==> config.mk <==
export PLATFORM = sky130hd
export DESIGN_NAME = drive_cmd_arbiter
export DESIGN_NICKNAME = d
export VERILOG_FILES = /design/src/rtl/drive_cmd_arbiter.sv
export SDC_FILE = /design/constraint.sdc
export NUM_CORES = 1
export LEC_CHECK = 0
export BUFFER_PORTS_ARGS = -buffer_cell sky130_fd_sc_hd__buf_2
export CAP_MARGIN = 20
export CELL_PAD_IN_SITES_DETAIL_PLACEMENT = 0
export CELL_PAD_IN_SITES_GLOBAL_PLACEMENT = 2
export CORE_ASPECT_RATIO = 0.8
export CORE_MARGIN = 2
export CORE_UTILIZATION = 25
export CTS_BUF_LIST = sky130_fd_sc_hd__clkbuf_4 sky130_fd_sc_hd__clkbuf_8
export DETAILED_ROUTE_END_ITERATION = 12
export GPL_TIMING_DRIVEN = 1
export PLACE_DENSITY_LB_ADDON = 0.3
export SLEW_MARGIN = 0
export SYNTH_ARGS = -nofsm -noshare
export SYNTH_HDL_FRONTEND = slang
export SYNTH_SLANG_ARGS = --single-unit
export TNS_END_PERCENT = 5
==> constraint.sdc <==
create_clock -name sys_clk -period 2.7 [get_ports sys_clk]
set_clock_uncertainty 0.1 [all_clocks]
set_input_delay 0.405 -clock sys_clk [delete_from_list [all_inputs] [get_ports sys_clk]]
set_output_delay 0.405 -clock sys_clk [all_outputs]
set_load 0.01 [all_outputs]
==> src/rtl/drive_cmd_arbiter.sv <==
// Arbitrates the UART command byte between the manual FSM and the auto planner,
// inserting a forced-stop window on mode switches and a minimum hold per auto command.
module drive_cmd_arbiter #(
    parameter int unsigned HOLD_CYCLES = 2000000,
    parameter int unsigned STOP_CYCLES = 10000000
) (
    input  logic       sys_clk,
    input  logic       rst,
    input  logic       power_ok,
    input  logic       mode,
    input  logic [5:0] man_cmd,
    input  logic       auto_req,
    input  logic [5:0] auto_cmd,
    output logic       auto_ack,
    output logic [7:0] cmd_out,
    output logic [1:0] src,
    output logic       busy
);

    localparam int unsigned CNT_MAX = (HOLD_CYCLES > STOP_CYCLES) ? HOLD_CYCLES : STOP_CYCLES;
    localparam int CW = (CNT_MAX > 1) ? $clog2(CNT_MAX) : 1;
    localparam logic [CW-1:0] HOLD_LOAD = CW'(HOLD_CYCLES - 1);
    localparam logic [CW-1:0] STOP_LOAD = CW'(STOP_CYCLES - 1);

    typedef enum logic [2:0] {
        IDLE        = 3'd0,
        MANUAL      = 3'd1,
        SWITCH_STOP = 3'd2,
        AUTO_WAIT   = 3'd3,
        AUTO_HOLD   = 3'd4
    } state_t;

    state_t        state_q, state_d;
    logic [CW-1:0] cnt_q, cnt_d;
    logic [5:0]    pay_q, pay_d;
    logic [1:0]    src_q, src_d;
    logic          ack_q, ack_d;
    logic          busy_q, busy_d;

    function automatic logic [5:0] sanitise(input logic [5:0] c);
        logic [5:0] r;
        r = c;
        if (c[0] & c[1]) r[1:0] = 2'b00;
        if (c[2] & c[3]) r[3:2] = 2'b00;
        return r;
    endfunction

    always_comb begin
        state_d = state_q;
        cnt_d   = cnt_q;
        ack_d   = 1'b0;
        pay_d   = '0;
        src_d   = '0;
        busy_d  = 1'b0;

        if (cnt_q != '0) cnt_d = cnt_q - CW'(1);

        if (!power_ok) begin
            state_d = IDLE;
            cnt_d   = '0;
        end else begin
            case (state_q)
                IDLE: state_d = mode ? AUTO_WAIT : MANUAL;
                MANUAL: begin
                    if (mode) begin
                        state_d = SWITCH_STOP;
                        cnt_d   = STOP_LOAD;
                    end
                end
                SWITCH_STOP: begin
                    if (cnt_q == '0) state_d = mode ? AUTO_WAIT : MANUAL;
                end
                AUTO_WAIT: begin
                    if (!mode) begin
                        state_d = SWITCH_STOP;
                        cnt_d   = STOP_LOAD;
                    end else if (auto_req) begin
                        state_d = AUTO_HOLD;
                        cnt_d   = HOLD_LOAD;
                        ack_d   = 1'b1;
                    end
                end
                AUTO_HOLD: begin
                    if (!mode) begin
                        state_d = SWITCH_STOP;
                        cnt_d   = STOP_LOAD;
                    end else if (cnt_q == '0) begin
                        if (auto_req) begin
                            cnt_d = HOLD_LOAD;
                            ack_d = 1'b1;
                        end else begin
                            state_d = AUTO_WAIT;
                        end
                    end
                end
                default: state_d = IDLE;
            endcase
        end

        // Registered outputs reflect the state being entered on this edge.
        case (state_d)
            MANUAL: begin
                pay_d = sanitise(man_cmd);
                src_d = 2'b01;
            end
            AUTO_WAIT: src_d = 2'b10;
            AUTO_HOLD: begin
                pay_d  = ack_d ? sanitise(auto_cmd) : pay_q;
                src_d  = 2'b10;
                busy_d = 1'b1;
            end
            default: ;
        endcase
    end

    always_ff @(posedge sys_clk or posedge rst) begin
        if (rst) begin
            state_q <= IDLE;
            cnt_q   <= '0;
            pay_q   <= '0;
            src_q   <= '0;
            ack_q   <= 1'b0;
            busy_q  <= 1'b0;
        end else begin
            state_q <= state_d;
            cnt_q   <= cnt_d;
            pay_q   <= pay_d;
            src_q   <= src_d;
            ack_q   <= ack_d;
            busy_q  <= busy_d;
        end
    end

    assign cmd_out  = {2'b10, pay_q};
    assign src      = src_q;
    assign auto_ack = ack_q;
    assign busy     = busy_q;

endmodule

; ---- After elaboration in Yosys (flattened, before gate mapping)
; Index checks and enable logic that the tools add are counted.
[word_totals]
output_inout_bits = 12
register_bits = 37
[op_classes]
muxes = 32
n_addsub = 1
n_eq_ne = 8
n_reduce_logical = 4
bitwise_logic = 4
[op_table]
columns = operator, count
row1 = 2-to-1 mux 24 bit, 7
row2 = case mux 24 bit (3 select lines), 1
row3 = zero test 24 bit, 1
row4 = 2-to-1 mux 3 bit, 8
row5 = nonzero test 24 bit, 1
row6 = "subtractor 24 x 1 -> 24 bit, second input constant", 1
row7 = case mux 3 bit (5 select lines), 1
row8 = case mux 6 bit (2 select lines), 1
row9 = 2-to-1 mux 2 bit, 5
row10 = "== test 3 x 2 -> 1 bit, second input constant", 3
row11 = "== test 3 x 1 -> 1 bit, second input constant", 2
row12 = "== test 3 bit, second input constant", 2
row13 = 2-to-1 mux 1 bit, 6
row14 = 2-to-1 mux 6 bit, 1
row15 = bitwise AND 1 bit, 4
row16 = case mux 2 bit (2 select lines), 1
row17 = zero test 3 bit, 1
row18 = "!= test 2 bit, second input constant", 1
row19 = case mux 1 bit (2 select lines), 1
row20 = OR reduction 2 bit, 1

; ---- Depth between registers and ports, before layout
; Gate-level depths: netlist (run 1).
[depth]
ltp_word = 8
mapped_depth = 8
depth_no_buf = 8

; ---- Worst setup path before layout (run 1)
; Ideal clock, no wire load.
[synth_path]
path_type = register -> register
startpoint = register cnt_q[0]
endpoint = register pay_q[0]
t_required_ns = 2.479
stages_incl_launch_ff = 9
path_slack_ns = 0.318
path_buffers = 1
arrival_ns = 2.161
cell_sequence = dfrtp_1 inv_1 ha_1 nor3b_1 nand3_1 clkbuf_1 o21ai_1 o21ai_0 o22a_1
[synth_via]
elab_chain_len = 7
elab_cells_between_ends = 14
[synth_lines]
columns = item, line_no
row1 = start: declaration, 34  ; logic [CW-1:0] cnt_q, cnt_d;
row2 = start signal: assignment, 126  ; cnt_q <= cnt_d;
row3 = zero test 24 bit (*), "71, 87"
row4 = 2-to-1 mux 3 bit, 87  ; end else if (cnt_q == '0) begin
row5 = 2-to-1 mux 3 bit, 84  ; if (!mode) begin
row6 = case mux 3 bit (5 select lines), 62  ; case (state_q)
row7 = 2-to-1 mux 3 bit, 58  ; if (!power_ok) begin
row8 = == test 3 bit / == test 3 x 1 -> 1 bit (equally long branches), 101  ; case (state_d)
row9 = case mux 6 bit (2 select lines) / != test 2 bit (equally long branches), --
row10 = end signal: assignment, 127  ; pay_q <= pay_d;
row11 = end: declaration, 35  ; logic [5:0] pay_q, pay_d;
; Mark *: on every way between the ends. The rest lies on a longest branch, timed or not.
; A chain may end at the register's enable or synchronous reset.

; ---- Worst setup path after layout (run 1)
[layout_path]
startpoint = register cnt_q[0]
endpoint = register pay_q[2]
; Same word-level chain as after synthesis.

==> results of run 1 <==
-- power by group through the flow --
stage | Combinational, mW | Clock, mW | Sequential (mW)
floorplan | 0.702 | 0 | 0.755
global placement | 1.05 | 0 | 0.788
detailed placement | 1.04 | 0 | 0.785
CTS | 1.04 | 0.534 | 0.776
global route | 1.15 | 0.559 | 0.796
finish | 1.04 | 0.516 | 0.779
-- registers in the layout, summed over array words and instances (netlist names) --
register / count
auto_ack: 1
busy: 1
cnt_q: 24
state_q: 3
src: 2
pay_q: 6
-- layer usage --
layer / share of wire [%] / vias to the layer above
met2: 39 / 26
met1: 57 / 975
li1: - / 984
met5: 0 / -
met3: 3.2 / 2
met4: 0.82 / 0
-- Yosys cell counts (all sizes together) (2+ instances only) --
cell	number	area [um^2]
dfrtp	37	925.9
or4	7	56.30
nor3b	2	15.01
nor3	9	50.05
o31ai	3	22.52
or3b	3	26.28
a2111oi	5	43.79
xnor2	11	96.34
o211ai	5	37.54
nor4	8	71.32
nand2b	7	43.79
buf	4	23.76
or2	2	12.51
conb	2	7.510
nand4	2	12.51
nor2	21	78.83
and3	4	25.02
nor4b	2	17.52
nand2	14	52.55
o22a	4	35.03
o21ai	16	80.08
a31oi	3	18.77
inv	10	37.54
nand3b	2	15.01
a221o	3	30.03
a21oi	18	90.09
o21bai	2	15.01
clkbuf	10	37.54
or3	4	25.02
a211oi	3	27.52
xor2	8	70.07
nand3	6	30.03
-- area by class of cell --
cell class              count  area [um^2]  area share, %
multi-input cells         188         1206          45.00
flip-flops and latches     37        925.9          34.55
repair buffers             42        250.2          9.337
well taps                 112        140.1          5.229
clock buffers               7        90.09          3.361
inverters                  10        37.54          1.401
clock inverters             1        30.03          1.120
-- kinds of logic after synthesis --
| group | share of synthesized area, % |
|---|---|
| and+or+nand+nor | 24.79 |
| AOI/OAI and AO/OA | 20.47 |
| DFF | 41.50 |
| buffers and inverters | 4.431 |
| xor gates and xnor gates | 7.459 |
| other | 0.3366 |
| adders and majority gates | 0.5608 |
| muxes | 0.4487 |
-- per-stage QoR --
step | area, um^2 | utilization (%) | std cells
2_1_floorplan | 2231 | - | 249
3_3_place_gp | 2560 | 29.91 | 389
3_5_place_dp | 2560 | 29.91 | 389
4_1_cts | 2680 | 31.32 | 397
5_1_grt | 2680 | 31.32 | 397
6_report | 2680 | 31.32 | 397
-- worst max-delay path: stages, from the launching register on --
cell and delay [ns]:
dfrtp_1 0.43, inv_1 0.08, ha_1 0.19, or3b_2 0.48, nor3_2 0.16, o211ai_1 0.22, a2111oi_0 0.55, o22a_1 0.22
-- worst paths after layout --
| check | to | slack [ns] | cells past startpoint |
|---|---|---|---|
| min reg2reg | pay_q[3] | 0.42 | 1 |
| min in group sys_clk | pay_q[4] | 0.25 | 2 |
| max in group asynchronous | pay_q[5] | 2.02 | 3 |
| max | pay_q[2] | 0.22 | 7 |
| min | state_q[2] | 0.12 | 3 |
| max reg2reg | pay_q[2] | 0.22 | 7 |
==> results.md, run 1 <==
| Quantity | Value | Unit |
|---|---|---|
| Outcome | finished clean | - |
| Clock tree from TritonCTS | yes | - |
| Number of standard cells after synthesis | 249 | - |
| Internal power | 1.399 | mW |
| Initial antenna violation count | 0 | - |
| I/O Buffers | 26 | - |
| Number of levels the H-tree was split into | 2 | - |
| Setup repair after global routing missed its margin | false | - |
| Reg clk slew, reported paths | 0.08 | ns |
| Number of pins with negative max-slew slack in the final report | 0 | - |
| GR Layer Usage met2 | 17.56 | % |
| Number of nets with antenna violations after routing | 0 | - |
| Vertical die dimension | 88.49 | um |
| Highest net fanout along the worst path | 5 | - |
| Standard cell core area | 8558 | um^2 |
| Max-cap violations | 0 | - |
| Fmax | 403.7 | MHz |
| Portion of total power attributed to sequential cells | 33.4 | % |
| Worst endpoint data arrival time | 2.61 | ns |
| Proportion of power drawn by the clock network | 22.1 | % |
| Post-CTS setup buffers | 0 | - |
| Clock sink count | 37 | - |
| Netlist area before placement | 2231 | um^2 |
| Count of final setup violators | 0 | - |
| Number of rows created at floorplan | 30 | - |
| Startpoint types | flip-flop | - |
| Global routing met3 resource utilization | 3.019 | % |
| Number of buffers added by the clock tree synthesis step | 5 | - |
| Filler cells | 905 | - |
| Path class of the lowest-slack min-delay path | in2async | - |
| Commonest cells after routing, fill and taps aside | dfrtp_1 (37), buf_2 (26), nor2_1 (21) | - |
| Overall Global Routing Usage | 13.57 | % |
| Worst path setup slack after routing | 0.2227 | ns |
| Clock root buffer | clkbuf_8 | - |
| Initial drt markers | 87 | - |
| Effective utilization at floorplan | 26.07 | % |
| CP Capture Type | flip-flop | - |
| Measured slew at the worst slew-check pin | 0.4801 | ns |
| Syn Nets | 267 | - |
| Hold violation count in the final report | 0 | - |
| DP HPWL | 4.515 | mm |
| Number of cells upsized or downsized after cts | 0 | - |
| Die Span X | 109.6 | um |
| Crit path required time | 2.83 | ns |
| Async set or reset register ratio after synthesis | 100.0 | % |
| DIE AREA | 9700 | um^2 |
| Number of enable flip-flop cells after synthesis | 0 | - |
| Overall power consumption | 2.333 | mW |
| Slew margin rel. | 67.17 | % |
| Power density of the placed cells | 870.4 | nW/um^2 |
| Count of boundary I/O pins | 29 | - |
| Power share of the combinational group | 44.5 | % |
| Global route hottest layer | met1 | - |
| Clock latency of the later-clocked register in the worst-skew pair | 0.29 | ns |
| Setup Total Neg Slack | 0 | ns |
| Maximum clock path buffer count | 2 | - |
| Most frequently used flop master after synthesis | dfrtp_1 | - |
| #FFs+latches synth | 37 | - |
| Pre-Repair DR Iteration Count | 4 | - |
| CP startpoint | cnt_q[0] | - |
| Sw Ratio | 40.02 | % |
| Final GP Congestion | 0.7729 | - |
| Wire length per cell after detailed routing | 15.35 | um |
| Remaining Overflow, GRT | 0 | - |
| Wire length after detailed routing | 6.095 | mm |
| Via count | 1987 | - |
| Mean post-synth cell area | 8.959 | um^2 |
| Ratio of routed vias to standard cells | 5.005 | - |
| Antenna fix cells | 0 | - |
| Proportion of layout cells with a drive suffix above 1 | 20.35 | % |
| Unique cell type count in the Yosys netlist | 53 | - |
| Sequential element share of the synthesized area | 41.50 | % |
| Peak supply drop | 272.8 | uV |
| Post-Route Hold Slack | 0.1238 | ns |
| Critical path class | reg2reg | - |
| FF-to-FF Start | cnt_q[0] | - |
| Portion of the clock cycle consumed by the worst path in the final layout | 91.75 | % |
| Number of hold buffers added after cts | 0 | - |
| Number of nets at the end of the flow | 302 | - |
| Post-synthesis to final-layout area growth | 20.13 | % |
| Vias in the first global route | 1863 | - |
| Static leakage power | 1.180 | nW |
| Net switching power | 0.9335 | mW |
| Met1 Usage GRT | 22.06 | % |
| Remaining DRCs | 0 | - |
| Worst slack at placement | 0.2098 | ns |
| Syn. warnings | 0 | - |
| Leading cell type in the layout, fill and taps excluded | dfrtp_1 | - |
| Fin crit period | 2.477 | ns |
| Largest net degree at the start of global routing | 38 | - |
| First-pass GRT wire length | 10.05 | mm |
Power figures use the tool's default switching activity.
==> inputs of run 2 (changes only) <==
Settings changed: CORE_UTILIZATION 25 to 35, CTS_CLUSTER_SIZE set to 10.
Clock period 2.7 ns to 2.48 ns, I/O delays scaled along.
==> run 2 against run 1 <==
Effect of this change: via count is 0.86% higher; worst hold slack worse by 0.030 ns; largest power group unchanged; first-iteration DRC count is 33% higher; sequential share of layout area is 0.38 points lower; critical endpoint is now pay_q[3]; cell count is 7.1% lower; largest cell class unchanged.
==> results.md, run 2 (synthesis results as in run 1) <==
| Quantity | Value | Unit |
|---|---|---|
| Number of nets at the end of the flow | 306 | - |
| Wire length per cell after detailed routing | 15.78 | um |
| Critical path class | reg2reg | - |
| Worst path setup slack after routing | 0.1176 | ns |
| CP cell instances | or4_1 -> nor3_4 -> o211ai_1 -> buf_4 -> a2111oi_2 -> o22a_1 | - |
| Vias in the first global route | 1924 | - |
| Worst slack at placement | -0.1484 | ns |
| Ratio of routed vias to standard cells | 5.431 | - |
| Outcome | finished clean | - |
| Max FFs per register | 24 | - |
| Portion of the clock cycle consumed by the worst path in the final layout | 95.26 | % |
| Power density of the placed cells | 932.4 | nW/um^2 |
| Standard cell core area | 6037 | um^2 |
| Slack of the worst reg-to-reg path | 0.12 | ns |
| Clock tree from TritonCTS | yes | - |
| Effective utilization at floorplan | 36.95 | % |
| Path class of the lowest-slack min-delay path | in2async | - |
| FF-to-FF Start | cnt_q[7] | - |
| Worst endpoint data arrival time | 2.49 | ns |
| Overall Global Routing Usage | 18.11 | % |
| Crit path required time | 2.61 | ns |
| Measured slew at the worst slew-check pin | 0.5891 | ns |
| Wire length after detailed routing | 5.824 | mm |
| Clock latency of the later-clocked register in the worst-skew pair | 0.29 | ns |
| Reg clk slew, reported paths | 0.07 | ns |
| Setup Total Neg Slack | 0 | ns |
| Slew margin rel. | 60.46 | % |
| Hold violation count in the final report | 0 | - |
| Peak supply drop | 399.5 | uV |
| Register containing the most flip-flops in the final layout | cnt_q | - |
| Number of nets with antenna violations after routing | 0 | - |
| Antenna fix cells | 0 | - |
| Startpoint types | flip-flop | - |
| Setup repair after global routing missed its margin | false | - |
| Largest net degree at the start of global routing | 38 | - |
| Number of buffers added by the clock tree synthesis step | 5 | - |
| Final GP Congestion | 0.8056 | - |
| Count of final setup violators | 0 | - |
| Remaining DRCs | 0 | - |
| Slowest CP cell | or4_1 | - |
| DP HPWL | 4.192 | mm |
| Pre-Repair DR Iteration Count | 4 | - |
| R2R depth | 6 | - |
| Clock sink count | 37 | - |
| Maximum clock path buffer count | 2 | - |
| Vertical die dimension | 75.41 | um |
| DIE AREA | 7033 | um^2 |
| Highest net fanout along the worst path | 5 | - |
| Proportion of layout cells with a drive suffix above 1 | 23.61 | % |
| Leading cell type in the layout, fill and taps excluded | dfrtp_1 | - |
| Initial antenna violation count | 0 | - |
| Fmax | 423.3 | MHz |
| Commonest cells after routing, fill and taps aside | dfrtp_1 (37), buf_2 (26), nor2_1 (21) | - |
| Number of rows created at floorplan | 25 | - |
| Fin crit period | 2.362 | ns |
| Clock root buffer | clkbuf_8 | - |
| Post-synthesis to final-layout area growth | 21.48 | % |
| CP Capture Type | flip-flop | - |
| Static leakage power | 1.201 | nW |
| Number of levels the H-tree was split into | 2 | - |
| Design area | 2710 | um^2 |
| First-pass GRT wire length | 9.860 | mm |
| Die Span X | 93.26 | um |
| I/O Buffers | 26 | - |
| Post-DP Area | 2556 | um^2 |
| Max-cap violations | 0 | - |
| Registers with the highest flip-flop counts | cnt_q x24, pay_q x6, state_q x3 | - |
| Initial drt markers | 116 | - |
| Reg-to-reg endpoint | pay_q[3] | - |
| Highest cell delay on the worst timing path | 0.65 | ns |
| Number of pins with negative max-slew slack in the final report | 0 | - |
| Remaining Overflow, GRT | 0 | - |
| Count of boundary I/O pins | 29 | - |
| Via count | 2004 | - |
[run 2: repair_timing]
action	CTS	global route
buffers inserted	0	1
hold buffers	0	0
setup endpoints to repair	3	26
pin swaps	0	1
hold endpoints to repair	0	0
resized for setup	1	15
cloned	0	0
[run 2: how the worst max path moves through the flow]
stage          slack [ns]  endpoint      from
2_1_floorplan         0.1  pay_q[0]  cnt_q[0]
3_3_place_gp        -0.05  pay_q[2]  cnt_q[0]
3_5_place_dp        -0.15  pay_q[2]  cnt_q[0]
4_1_cts             -0.08  pay_q[2]  cnt_q[0]
5_1_grt              0.03  pay_q[1]  cnt_q[6]
6_report             0.12  pay_q[3]  cnt_q[7]
[run 2: routing by layer]
metal	vias to the layer above	global-route usage [%]	routed length, um
li1	990	-	-
met1	956	27.82	3133
met2	51	25.74	2347
met3	7	3.462	278
met4	0	5.392	65
met5	-	0	0
[run 2: critical path: cells and delay by family, from the launching register on]
family	cells	cell delay, ns
buf+inv	1	0.18
simple gates	2	0.90
compound gates	3	0.71
flops	1	0.41
[run 2: area by class of cell]
cell class	instances	area, um^2
fill	605	3327
multi-input combinational	188	1262
sequential	37	925.9
timing repair buffer	46	292.8
tap	81	101.3
clock buffer	7	90.09
inverter	10	37.54
[run 2: stage by stage]
stage / cells / hold WS, ns / power [mW] / utilization (%)
CTS: 368 / 0.1181 / 2.488 / 43.85
finish: 369 / 0.09414 / 2.527 / 44.89
global route: 369 / 0.1405 / 2.716 / 44.89
detailed placement: 361 / 0.3977 / 2.031 / 42.34
floorplan: 249 / 0.4169 / 1.587 / -
global placement: 361 / 0.3926 / 2.050 / 42.34
[run 2: power breakdown]
group / internal, mW / total (mW) / leakage (nW) / switching (mW)
clock: 0.232 / 0.447 / 0.0477 / 0.215
sequential: 0.712 / 0.837 / 0.497 / 0.125
combinational: 0.548 / 1.24 / 0.656 / 0.695
total: 1.49 / 2.53 / 1.20 / 1.04
